<file path="src/rtl/hazard_pkg.sv">
`default_nettype none
// ============================================================================
// Module      : hazard_pkg
// Description : Shared types and constants for the pipeline hazard controller.
// Revision    : 1.0 - initial release
// ============================================================================
package hazard_pkg;

   // Controller state: free-running or inside a multi-cycle load-use stall.
   typedef enum logic [0:0] {
      RUN      = 1'b0,
      LU_STALL = 1'b1
   } hz_state_t;

   // Architectural zero register; a load targeting it never creates a hazard.
   localparam int unsigned REG_ZERO = 0;

   // Legal range of load-use stall cycles.
   localparam int LOAD_LAT_MIN = 1;
   localparam int LOAD_LAT_MAX = 7;

endpackage : hazard_pkg
`default_nettype wire

</file>
<file path="src/rtl/hazard_stall_ctrl_if.sv">
`default_nettype none
// ============================================================================
// Module      : hazard_stall_ctrl_if
// Description : Pipeline-side signal bundle of the hazard controller. The
//               master side is the pipeline (hazard sources, enable sinks),
//               the slave side is the controller itself.
// Revision    : 1.0 - initial release
// ============================================================================
interface hazard_stall_ctrl_if #(
   parameter int REG_AW = 5,
   parameter int CNT_W  = 16
);
   // Hazard sources from the pipeline
   logic              id_ex_memread;
   logic [REG_AW-1:0] id_ex_rt;
   logic [REG_AW-1:0] if_id_rs;
   logic [REG_AW-1:0] if_id_rt;
   logic              if_id_uses_rt;
   logic              branch_taken;
   logic              dmem_busy;

   // Pipeline-register enables and status
   logic              pc_write;
   logic              if_id_write;
   logic              control_muxsig;
   logic              if_id_flush;
   logic              pipe_freeze;
   logic              stall_active;

   // Performance counters
   logic [CNT_W-1:0]  lu_stall_cnt;
   logic [CNT_W-1:0]  flush_cnt;
   logic [CNT_W-1:0]  freeze_cnt;

   modport master (
      output id_ex_memread, id_ex_rt, if_id_rs, if_id_rt, if_id_uses_rt,
             branch_taken, dmem_busy,
      input  pc_write, if_id_write, control_muxsig, if_id_flush, pipe_freeze,
             stall_active, lu_stall_cnt, flush_cnt, freeze_cnt
   );

   modport slave (
      input  id_ex_memread, id_ex_rt, if_id_rs, if_id_rt, if_id_uses_rt,
             branch_taken, dmem_busy,
      output pc_write, if_id_write, control_muxsig, if_id_flush, pipe_freeze,
             stall_active, lu_stall_cnt, flush_cnt, freeze_cnt
   );

endinterface : hazard_stall_ctrl_if
`default_nettype wire

</file>
<file path="src/rtl/hazard_sat_cnt.sv">
`default_nettype none
// ============================================================================
// Module      : hazard_sat_cnt
// Description : Saturating event counter; sticks at all-ones, cleared only by
//               the asynchronous active-low reset.
// Revision    : 1.0 - initial release
// ============================================================================
module hazard_sat_cnt #(
   parameter int CNT_W = 16
) (
   input  wire logic             clk,
   input  wire logic             rst_n,
   input  wire logic             inc,
   output logic      [CNT_W-1:0] count
);

   logic [CNT_W-1:0] r_count;

   // Count qualifying cycles, holding at the maximum value once reached.
   always_ff @(posedge clk or negedge rst_n) begin
      if (!rst_n) begin
         r_count <= '0;
      end else if (inc && (r_count != {CNT_W{1'b1}})) begin
         r_count <= r_count + {{(CNT_W-1){1'b0}}, 1'b1};
      end
   end

   assign count = r_count;

endmodule : hazard_sat_cnt
`default_nettype wire

</file>
<file path="src/rtl/hazard_stall_ctrl.sv">
`default_nettype none
// ============================================================================
// Module      : hazard_stall_ctrl
// Description : Pipeline hazard controller. Detects load-use hazards against
//               the load in ID/EX and inserts LOAD_LAT bubbles, flushes IF/ID
//               on taken branches and freezes the back end while data memory
//               is busy. Optional performance counters are built when the
//               macro HAZARD_PERF_CNT_EN is defined.
// Revision    : 1.0 - initial release
// ============================================================================
module hazard_stall_ctrl
   import hazard_pkg::*;
#(
   parameter int REG_AW   = 5,
   parameter int LOAD_LAT = 1,
   parameter int CNT_W    = 16
) (
   input wire logic           clk,
   input wire logic           rst_n,
   hazard_stall_ctrl_if.slave hz_bus
);

   localparam int              REM_W      = $clog2(LOAD_LAT + 1);
   localparam logic [REM_W-1:0] c_rem_one  = REM_W'(1);
   localparam logic [REM_W-1:0] c_rem_init = REM_W'(LOAD_LAT - 1);
   localparam logic [REG_AW-1:0] c_reg_zero = REG_AW'(REG_ZERO);

   if ((LOAD_LAT < LOAD_LAT_MIN) || (LOAD_LAT > LOAD_LAT_MAX)) begin : g_load_lat_range_err
      $error("hazard_stall_ctrl: LOAD_LAT out of range 1..7");
   end

   hz_state_t        r_state;
   hz_state_t        w_state_nxt;
   logic [REM_W-1:0] r_rem;
   logic [REM_W-1:0] w_rem_nxt;

   logic w_lu_hit;
   logic w_pc_write;
   logic w_if_id_write;
   logic w_control_muxsig;
   logic w_if_id_flush;
   logic w_pipe_freeze;

   // Load-use hit; r0 is never a real dependency and rt only counts when read.
   assign w_lu_hit = hz_bus.id_ex_memread
                   & (hz_bus.id_ex_rt != c_reg_zero)
                   & ((hz_bus.id_ex_rt == hz_bus.if_id_rs)
                      | (hz_bus.if_id_uses_rt & (hz_bus.id_ex_rt == hz_bus.if_id_rt)));

   // State and remaining-stall register; reset abandons any stall in progress.
   always_ff @(posedge clk or negedge rst_n) begin
      if (!rst_n) begin
         r_state <= RUN;
         r_rem   <= '0;
      end else begin
         r_state <= w_state_nxt;
         r_rem   <= w_rem_nxt;
      end
   end

   // Prioritised output and next-state decode: busy, branch, hazard, normal.
   always_comb begin
      w_state_nxt      = r_state;
      w_rem_nxt        = r_rem;
      w_pc_write       = 1'b1;
      w_if_id_write    = 1'b1;
      w_control_muxsig = 1'b0;
      w_if_id_flush    = 1'b0;
      w_pipe_freeze    = 1'b0;

      if (!rst_n) begin
         // Hold the front end and inject bubbles while reset is asserted.
         w_pc_write       = 1'b0;
         w_if_id_write    = 1'b0;
         w_control_muxsig = 1'b1;
      end else if (hz_bus.dmem_busy) begin
         // Everything waits; branch and hazard are re-judged after release.
         w_pipe_freeze    = 1'b1;
         w_pc_write       = 1'b0;
         w_if_id_write    = 1'b0;
      end else if (hz_bus.branch_taken) begin
         // Wrong-path instruction in IF/ID: squash it and drop any stall.
         w_control_muxsig = 1'b1;
         w_if_id_flush    = 1'b1;
         w_state_nxt      = RUN;
         w_rem_nxt        = '0;
      end else if (r_state == LU_STALL) begin
         w_pc_write       = 1'b0;
         w_if_id_write    = 1'b0;
         w_control_muxsig = 1'b1;
         w_rem_nxt        = r_rem - c_rem_one;
         if (r_rem == c_rem_one) begin
            w_state_nxt = RUN;
         end
      end else if (w_lu_hit) begin
         // First bubble comes from RUN; further ones are counted down in rem.
         w_pc_write       = 1'b0;
         w_if_id_write    = 1'b0;
         w_control_muxsig = 1'b1;
         if (LOAD_LAT > 1) begin
            w_state_nxt = LU_STALL;
            w_rem_nxt   = c_rem_init;
         end
      end
   end

   assign hz_bus.pc_write       = w_pc_write;
   assign hz_bus.if_id_write    = w_if_id_write;
   assign hz_bus.control_muxsig = w_control_muxsig;
   assign hz_bus.if_id_flush    = w_if_id_flush;
   assign hz_bus.pipe_freeze    = w_pipe_freeze;
   assign hz_bus.stall_active   = (r_state == LU_STALL);

`ifdef HAZARD_PERF_CNT_EN
   logic w_lu_inc;

   assign w_lu_inc = w_control_muxsig & ~w_if_id_flush;

   hazard_sat_cnt #(.CNT_W(CNT_W)) u_lu_stall_cnt (
      .clk   (clk),
      .rst_n (rst_n),
      .inc   (w_lu_inc),
      .count (hz_bus.lu_stall_cnt)
   );

   hazard_sat_cnt #(.CNT_W(CNT_W)) u_flush_cnt (
      .clk   (clk),
      .rst_n (rst_n),
      .inc   (w_if_id_flush),
      .count (hz_bus.flush_cnt)
   );

   hazard_sat_cnt #(.CNT_W(CNT_W)) u_freeze_cnt (
      .clk   (clk),
      .rst_n (rst_n),
      .inc   (w_pipe_freeze),
      .count (hz_bus.freeze_cnt)
   );
`else
   assign hz_bus.lu_stall_cnt = {CNT_W{1'b0}};
   assign hz_bus.flush_cnt    = {CNT_W{1'b0}};
   assign hz_bus.freeze_cnt   = {CNT_W{1'b0}};
`endif

endmodule : hazard_stall_ctrl
`default_nettype wire
</file>
<file path="src/flat_wrapper.sv">
// flat-port wrapper written by rule: the top's interface ports become plain ports
module hazard_stall_ctrl_flat import hazard_pkg::*;
#(
   parameter int REG_AW   = 5,
   parameter int LOAD_LAT = 1,
   parameter int CNT_W    = 16
)
  (clk, rst_n, hz_bus_id_ex_memread, hz_bus_id_ex_rt, hz_bus_if_id_rs, hz_bus_if_id_rt, hz_bus_if_id_uses_rt, hz_bus_branch_taken, hz_bus_dmem_busy, hz_bus_pc_write, hz_bus_if_id_write, hz_bus_control_muxsig, hz_bus_if_id_flush, hz_bus_pipe_freeze, hz_bus_stall_active, hz_bus_lu_stall_cnt, hz_bus_flush_cnt, hz_bus_freeze_cnt);
  hazard_stall_ctrl_if #(.REG_AW(REG_AW), .CNT_W(CNT_W)) hz_bus_i ();
  input wire logic clk;
  input wire logic rst_n;
  input wire logic [$bits(hz_bus_i.id_ex_memread)-1:0] hz_bus_id_ex_memread;
  input wire logic [$bits(hz_bus_i.id_ex_rt)-1:0] hz_bus_id_ex_rt;
  input wire logic [$bits(hz_bus_i.if_id_rs)-1:0] hz_bus_if_id_rs;
  input wire logic [$bits(hz_bus_i.if_id_rt)-1:0] hz_bus_if_id_rt;
  input wire logic [$bits(hz_bus_i.if_id_uses_rt)-1:0] hz_bus_if_id_uses_rt;
  input wire logic [$bits(hz_bus_i.branch_taken)-1:0] hz_bus_branch_taken;
  input wire logic [$bits(hz_bus_i.dmem_busy)-1:0] hz_bus_dmem_busy;
  output wire logic [$bits(hz_bus_i.pc_write)-1:0] hz_bus_pc_write;
  output wire logic [$bits(hz_bus_i.if_id_write)-1:0] hz_bus_if_id_write;
  output wire logic [$bits(hz_bus_i.control_muxsig)-1:0] hz_bus_control_muxsig;
  output wire logic [$bits(hz_bus_i.if_id_flush)-1:0] hz_bus_if_id_flush;
  output wire logic [$bits(hz_bus_i.pipe_freeze)-1:0] hz_bus_pipe_freeze;
  output wire logic [$bits(hz_bus_i.stall_active)-1:0] hz_bus_stall_active;
  output wire logic [$bits(hz_bus_i.lu_stall_cnt)-1:0] hz_bus_lu_stall_cnt;
  output wire logic [$bits(hz_bus_i.flush_cnt)-1:0] hz_bus_flush_cnt;
  output wire logic [$bits(hz_bus_i.freeze_cnt)-1:0] hz_bus_freeze_cnt;
  assign hz_bus_i.id_ex_memread = hz_bus_id_ex_memread;
  assign hz_bus_i.id_ex_rt = hz_bus_id_ex_rt;
  assign hz_bus_i.if_id_rs = hz_bus_if_id_rs;
  assign hz_bus_i.if_id_rt = hz_bus_if_id_rt;
  assign hz_bus_i.if_id_uses_rt = hz_bus_if_id_uses_rt;
  assign hz_bus_i.branch_taken = hz_bus_branch_taken;
  assign hz_bus_i.dmem_busy = hz_bus_dmem_busy;
  assign hz_bus_pc_write = hz_bus_i.pc_write;
  assign hz_bus_if_id_write = hz_bus_i.if_id_write;
  assign hz_bus_control_muxsig = hz_bus_i.control_muxsig;
  assign hz_bus_if_id_flush = hz_bus_i.if_id_flush;
  assign hz_bus_pipe_freeze = hz_bus_i.pipe_freeze;
  assign hz_bus_stall_active = hz_bus_i.stall_active;
  assign hz_bus_lu_stall_cnt = hz_bus_i.lu_stall_cnt;
  assign hz_bus_flush_cnt = hz_bus_i.flush_cnt;
  assign hz_bus_freeze_cnt = hz_bus_i.freeze_cnt;
  hazard_stall_ctrl #(.REG_AW(REG_AW), .LOAD_LAT(LOAD_LAT), .CNT_W(CNT_W)) u_core (.clk(clk), .rst_n(rst_n), .hz_bus(hz_bus_i));
endmodule
</file>
<file path="config.mk">
export PLATFORM = sky130hd
export DESIGN_NAME = hazard_stall_ctrl_flat
export DESIGN_NICKNAME = d
export VERILOG_FILES = /design/src/rtl/hazard_pkg.sv /design/src/rtl/hazard_stall_ctrl_if.sv /design/src/rtl/hazard_sat_cnt.sv /design/src/rtl/hazard_stall_ctrl.sv /design/src/flat_wrapper.sv
export SDC_FILE = /design/constraint.sdc
export NUM_CORES = 1
export LEC_CHECK = 0
export CORE_MARGIN = 4
export CORE_UTILIZATION = 25
export DETAILED_ROUTE_END_ITERATION = 16
export GPL_TIMING_DRIVEN = 0
export PLACE_DENSITY = 0.76
export SYNTH_ARGS = -nofsm -noshare
export SYNTH_HDL_FRONTEND = slang
export SYNTH_HIERARCHICAL = 1
export SYNTH_SLANG_ARGS = --single-unit
</file>
<file path="constraint.sdc">
create_clock -name clk -period 2.5 [get_ports clk]
set_input_delay 0.375 -clock clk [delete_from_list [all_inputs] [get_ports clk]]
set_output_delay 0.375 -clock clk [all_outputs]
set_load 0.01 [all_outputs]
</file>
==> results of run 1 <==
## worst max-delay path: cells and delay by family
| family | cells | cell delay [ns] |
|---|---|---|
| buffers and inverters | 3 | 0.77 |
| AO/OA/AOI/OAI | 2 | 0.48 |
| AND/OR/NAND/NOR | 1 | 0.28 |
| XOR/XNOR | 1 | 0.16 |
## path summary, 6_finish.rpt
kind                       cells past startpoint                          to  slack [ns]                       start
setup / recovery                               7             hz_bus_pc_write        0.05          hz_bus_if_id_rt[2]
hold / removal                                 1                u_core/r_rem        0.34                       rst_n
setup reg to reg                               3                u_core/r_rem        1.57  u_core/hz_bus.stall_active
hold reg to reg                                1  u_core/hz_bus.stall_active        0.59  u_core/hz_bus.stall_active
max in group asynchronous                      1  u_core/hz_bus.stall_active        2.00                       rst_n
min in group clk                               1  u_core/hz_bus.stall_active        0.59  u_core/hz_bus.stall_active
## synthesized netlist by cell type (all sizes together)
library cell  number  share of area [%]
inv                1               0.58
nor3b              1                1.2
nand2b             1               0.97
o311a              1                1.6
conb               1               0.58
o22ai              1               0.97
xnor2              1                1.4
a32oi              1                1.4
nor2               2                1.2
nor3               1               0.78
nor4               1                1.9
a21boi             1                1.2
buf               49                 57
dfrtp              2                7.8
a21oi              2                1.6
or4                1                1.2
xor2               9                 12
o21ai              2                1.6
and2               3                2.9
nor2b              2                1.9
## metrics by stage
stage | power, mW | hold WS, ns | setup WS [ns] | cell area [um^2] | util [%]
floorplan | 0.154 | 0.0794 | 0.677 | 820 | -
global route | 0.300 | 0.343 | 0.00380 | 1140 | 46.5
finish | 0.276 | 0.343 | 0.0537 | 1140 | 46.5
global placement | 0.204 | 0.573 | -0.334 | 1120 | 45.5
CTS | 0.276 | 0.336 | -0.0313 | 1130 | 46.1
detailed placement | 0.206 | 0.576 | -0.337 | 1120 | 45.5
## kinds of logic (layout without fill, tap and decap cells)
family	count (synthesis)	after routing	share of synthesized area, %
flops	2	2	7.78
simple gates	12	12	12.1
compound gates	8	8	8.17
buf+inv	50	79	57.8
other cells	1	48	0.583
xor+xnor	10	10	13.6
## flip-flops by register name (all words and copies together) (netlist names)
signal / cells
u_core/hz_bus.stall_active: 1
u_core/r_rem: 1
## routing by layer
metal / part of all wire, % / vias to the layer above / global-route usage [%] / wire length (um)
li1: - / 322 / - / -
met1: 34 / 224 / 7.50 / 474
met2: 52 / 37 / 12.9 / 717
met3: 14 / 0 / 2.19 / 188
met4: 0 / 0 / 2.91 / 0
met5: 0 / - / 0 / 0
## power breakdown
part           internal, mW  total (mW)  switching (mW)
Combinational        0.0958       0.168          0.0723
Clock                0.0529      0.0704          0.0176
Sequential           0.0351      0.0370         0.00187
## layout make-up
| class | count | share of cell area [%] |
|---|---|---|
| flip-flops and latches | 2 | 4.38 |
| clock buffers | 3 | 1.97 |
| repair buffers | 26 | 22.7 |
| well taps | 30 | 3.29 |
| inverters | 1 | 0.329 |
| plain buffers | 49 | 32.2 |
| multi-input cells | 78 | 35.2 |
## timing repair
| item | CTS | global route |
|---|---|---|
| gates resized for setup | 6 | 4 |
| pin swaps | 2 | 3 |
| endpoints found under the setup margin | 3 | 2 |
| hold endpoints to repair | 0 | 0 |
==> metrics.log, run 1 <==
[metrics] Die Height: 58.7 um
[metrics] final clock period utilization by the worst path: 97.9%
[metrics] post-route clock skew: 0.00431 ns
[metrics] hold_buf cts: 0
[metrics] number of global-route vias before repair: 519
[metrics] per-cell routed wire length: 7.30 um
[metrics] areal power density over the cells: 241 nW/um^2
[metrics] worst voltage drop across the vdd grid: 0.330 mV
[metrics] clock insertion delay at the later pin of the skew report: 0.22 ns
[metrics] total overflow reported by the global router: 0
[metrics] remaining routing DRC violations: 0
[metrics] clock input transition at the sequential cells of the worst setup and hold paths: 0.03 ns
[metrics] max-cap check violation count: 0
[metrics] commonest cells after routing, fill and taps aside: 49 x sky130_fd_sc_hd__buf_4, 48 x sky130_fd_sc_hd__conb_1, 18 x sky130_fd_sc_hd__clkdlybuf4s50_1
[metrics] first-pass GRT wire length: 1.98 mm
[metrics] Slowest cell on crit path: sky130_fd_sc_hd__clkdlybuf4s50_1
[metrics] upper clock frequency limit: 0.409 GHz
[metrics] final count of pins violating max slew: 0
[metrics] clock tree from TritonCTS: built
[metrics] count of filler cells inserted in the layout: 272
[metrics] total die area: 3450 um^2
[metrics] DP Wirelength: 1.30 mm
[metrics] # rows: 18
[metrics] sequential cell area in the final layout: 50.0 um^2
[metrics] crit path time final: 2.45 ns
[metrics] NumNets Final: 182
[metrics] Clock Sink Count: 2
[metrics] most common cell after layout, fill and taps aside: sky130_fd_sc_hd__buf_4
[metrics] effective utilization at floorplan: 26.2%
[metrics] non-filler cells in the finished layout: 189
[metrics] result of the run: completed
[metrics] Total GRT Usage: 7.11%
[metrics] fraction of final layout cells sized beyond drive strength 1: 34.0%
[metrics] worst hold path type: in2async
[metrics] 1st-iter DRT viols: 6
[metrics] area growth from synthesis to layout: 77.6%
[metrics] initial antenna violation count: 0
[metrics] area of the core: 2450 um^2
[metrics] Clock Root Buffer: sky130_fd_sc_hd__clkbuf_4
[metrics] sequential fraction of the synthesis area: 7.78%
[metrics] Longest Clk Path Bufs: 2
[metrics] critical path data arrival time: 2.07 ns
[metrics] first-pass detailed-route iteration total: 2
[metrics] final count of negative-setup-slack endpoints: 0
[metrics] largest fanout on the critical path: 2
[metrics] Synth cell types: 21
[metrics] post-route setup TNS: 0 ns
[metrics] weighted congestion reported at the end of routability-driven placement: 0.669
[metrics] synthesized area per cell: 7.75 um^2
[metrics] number of buffers created by CTS: 3
[metrics] routed via count divided by cell count: 3.08
[metrics] count of endpoints failing hold in the final timing report: 0
[metrics] yosys synthesis warning count: 6
[metrics] post-detailed-route count of antenna-violating nets: 0
[metrics] leakage dissipation: 0.671 nW
[metrics] slowest stage delay, CP: 0.42 ns
[metrics] gate count of the mapped netlist: 83
[metrics] RSZ-0062 raised after global routing: false
[metrics] series of cell instances along the critical path: clkdlybuf4s50_1 > xor2_1 > nor4_2 > a32oi_1 > o311a_1 > buf_4 > clkdlybuf4s15_1
[metrics] largest net degree at the start of global routing: 7
[metrics] area of the multi-input gates: 402 um^2
[metrics] data required time at the worst endpoint: 2.12 ns
[metrics] maximum level of the CTS H-tree: 1
[metrics] Setup crit start kind: input pin
[metrics] Netlist Area Pre-Place: 643 um^2
[metrics] Critical Setup Path Class: in2out
[metrics] Setup Buffers After CTS: 0
[metrics] final wirelength: 1.38 mm
[metrics] diode insertion count for antenna repair: 0
[metrics] count of input and output buffers: 26
[metrics] Setup crit end kind: output pin
[metrics] number of ports placed on the die boundary: 75
[metrics] die extent in x: 58.7 um
[metrics] flop and latch count out of synthesis: 2
[metrics] Vias: 583
[metrics] number of cells in the design after placement: 186
Note: power is estimated with default switching activity, not from simulation.
==> inputs of run 2 (changes only) <==
--- a/config.mk
+++ b/config.mk
@@ -5,11 +5,13 @@
 export SDC_FILE = /design/constraint.sdc
 export NUM_CORES = 1
 export LEC_CHECK = 0
+export CAP_MARGIN = 20
+export CORE_ASPECT_RATIO = 1.1
 export CORE_MARGIN = 4
 export CORE_UTILIZATION = 25
 export DETAILED_ROUTE_END_ITERATION = 16
+export DONT_BUFFER_PORTS = 1
 export GPL_TIMING_DRIVEN = 0
-export PLACE_DENSITY = 0.76
 export SYNTH_ARGS = -nofsm -noshare
 export SYNTH_HDL_FRONTEND = slang
 export SYNTH_HIERARCHICAL = 1
==> metrics.log, run 2 (synthesized netlist as in run 1, its figures left out) <==
[metrics] result of the run: completed
[metrics] routed via count divided by cell count: 3.16
[metrics] max-cap check violation count: 0
[metrics] first-pass GRT wire length: 1.75 mm
[metrics] Setup crit end kind: output pin
[metrics] final count of negative-setup-slack endpoints: 0
[metrics] part of the power in combinational logic: 53.7%
[metrics] count of endpoints failing hold in the final timing report: 0
[metrics] Longest Clk Path Bufs: 2
[metrics] Clock Root Buffer: sky130_fd_sc_hd__clkbuf_4
[metrics] number of ports placed on the die boundary: 75
[metrics] area growth from synthesis to layout: 38.5%
[metrics] Final Core Density: 36.0%
[metrics] final count of pins violating max slew: 0
[metrics] DP Wirelength: 1.25 mm
[metrics] upper clock frequency limit: 0.504 GHz
[metrics] worst hold path type: in2reg
[metrics] # rows: 19
[metrics] commonest cells after routing, fill and taps aside: 49 x sky130_fd_sc_hd__buf_4, 48 x sky130_fd_sc_hd__conb_1, 9 x sky130_fd_sc_hd__xor2_1
[metrics] remaining routing DRC violations: 0
[metrics] 1st-iter DRT viols: 18
[metrics] count of filler cells inserted in the layout: 267
[metrics] post-route clock skew: 0.00270 ns
[metrics] initial antenna violation count: 0
[metrics] per-cell routed wire length: 8.10 um
[metrics] Clock Sink Count: 2
[metrics] post-route setup TNS: 0 ns
[metrics] total internal power: 155 uW
[metrics] areal power density over the cells: 269 nW/um^2
[metrics] largest fanout on the critical path: 3
[metrics] non-filler cells in the finished layout: 165
[metrics] cell area reported after detailed placement: 858 um^2
[metrics] total chip power: 240 uW
[metrics] total die area: 3450 um^2
[metrics] first-pass detailed-route iteration total: 4
[metrics] weighted congestion reported at the end of routability-driven placement: 0.757
[metrics] RSZ-0062 raised after global routing: false
[metrics] leakage dissipation: 0.546 nW
[metrics] most common cell after layout, fill and taps aside: sky130_fd_sc_hd__buf_4
[metrics] clock power share: 30.9%
[metrics] Critical Setup Path Class: in2out
[metrics] NumNets Final: 157
[metrics] worst voltage drop across the vdd grid: 0.179 mV
[metrics] Vias: 522
[metrics] largest net degree at the start of global routing: 7
[metrics] area of all placed cells without fillers: 891 um^2
[metrics] clock insertion delay at the later pin of the skew report: 0.23 ns
[metrics] total overflow reported by the global router: 0
[metrics] Slowest cell on crit path: sky130_fd_sc_hd__or4_1
[metrics] number of global-route vias before repair: 449
[metrics] slowest stage delay, CP: 0.53 ns
[metrics] area of the multi-input gates: 398 um^2
[metrics] count of input and output buffers: 0
[metrics] data required time at the worst endpoint: 2.12 ns
[metrics] Die Height: 61.2 um
[metrics] maximum level of the CTS H-tree: 1
[metrics] Setup crit start kind: input pin
[metrics] clock input transition at the sequential cells of the worst setup and hold paths: 0.03 ns
[metrics] fraction of final layout cells sized beyond drive strength 1: 39.6%
[metrics] area of the core: 2470 um^2
[metrics] crit path time final: 1.98 ns
[metrics] sequential cell area in the final layout: 50.0 um^2
[metrics] Total GRT Usage: 6.65%
[metrics] effective utilization at floorplan: 26.0%
[metrics] final wirelength: 1.34 mm
[metrics] clock tree from TritonCTS: built
[metrics] die extent in x: 56.4 um
[metrics] sequential share of power: 15.4%
[metrics] number of cells in the design after placement: 161
[metrics] switching pwr: 84.7 uW
[metrics] series of cell instances along the critical path: or4_1 > o21ai_1 > o311a_1 > buf_4
[metrics] diode insertion count for antenna repair: 0
[metrics] number of buffers created by CTS: 3
[metrics] post-detailed-route count of antenna-violating nets: 0
[metrics] Setup Buffers After CTS: 0
[metrics] final clock period utilization by the worst path: 79.4%
[metrics] critical path data arrival time: 1.61 ns
[metrics] switching power share of the total: 35.4%
-- run 2: cell count changes in the layout (fill, tap and decap cells not counted), sizes merged --
cell	before	now
clkdlybuf4s15	1	0
clkdlybuf4s50	18	0
dlygate4sd2	5	0
dlygate4sd3	0	1
dlymetal6s2s	2	0
-- run 2: final cells by class --
type | count | share of cell area, %
timing repair buffer | 1 | 1.12
inverter | 1 | 0.421
buffer | 49 | 41.3
clock buffer | 3 | 2.53
tap | 31 | 4.35
multi-input combinational | 78 | 44.7
sequential | 2 | 5.62
-- run 2: path summary, 6_finish.rpt --
| path | from | endpoint | slack (ns) | depth (start not counted) |
|---|---|---|---|---|
| worst max-delay path | hz_bus_id_ex_rt[0] | hz_bus_pc_write | 0.52 | 4 |
| worst min-delay path | hz_bus_branch_taken | u_core/r_rem | 0.24 | 1 |
| worst max register to register | u_core/hz_bus.stall_active | u_core/r_rem | 1.51 | 3 |
| worst min register to register | u_core/r_rem | u_core/r_rem | 0.59 | 2 |
| max in group asynchronous | rst_n | u_core/r_rem | 1.98 | 1 |
| min in group asynchronous | rst_n | u_core/hz_bus.stall_active | 0.39 | 1 |
-- run 2: power by group through the flow --
stage                     Clock, mW  Combinational (mW)  Sequential (mW)
after floorplan                   0               0.118           0.0367
after global placement            0               0.121           0.0369
after detailed placement          0               0.123           0.0373
after CTS                    0.0800               0.125           0.0369
after global routing         0.0884               0.141           0.0372
final                        0.0740               0.129           0.0369
-- run 2: routing by layer --
metal	vias to the layer above	routed length [um]	share of wire (%)	GRT usage, %
li1	272	-	-	-
met1	197	442	33	6.49
met2	53	654	49	11.9
met3	0	240	18	2.94
met4	0	0	0	4.07
met5	-	0	0	0
-- run 2: timing repair --
| item | 4_1_cts | 5_1_grt |
|---|---|---|
| hold buffers | 1 | 0 |
| gates resized for setup | 0 | 0 |
| endpoints found under the hold margin | 2 | 0 |
| setup endpoints to repair | 0 | 0 |
-- run 2: critical path, delay by kind of cell --
kind / cells / cell delay (ns)
AND/OR/NAND/NOR: 1 / 0.53
AO/OA/AOI/OAI: 2 / 0.55
buffers and inverters: 1 / 0.15
-- run 2: stage by stage --
stage | setup WS, ns | hold WS, ns
floorplan | 0.677 | 0.0794
global placement | 0.576 | 0.0795
detailed placement | 0.525 | 0.0796
CTS | 0.523 | 0.236
global route | 0.459 | 0.221
finish | 0.516 | 0.244
==> inputs of run 3 (changes only) <==
==> constraint.sdc (replaced) <==
create_clock -name clk -period 2.1 [get_ports clk]
set_input_delay 0.315 -clock clk [delete_from_list [all_inputs] [get_ports clk]]
set_output_delay 0.315 -clock clk [all_outputs]
set_load 0.01 [all_outputs]
==> results of run 3 <==
Same layout as run 2 (identical final DEF). Status: completed.
Main changes from that run: setup slack after placement 0.525 ns -> 0.245 ns; setup slack after layout 0.516 ns -> 0.236 ns; hold slack 0.244 ns -> 0.184 ns; register-to-register setup slack 1.51 ns -> 1.11 ns; total power 0.240 mW -> 0.285 mW; worst IR drop on VDD 0.179 mV -> 0.213 mV
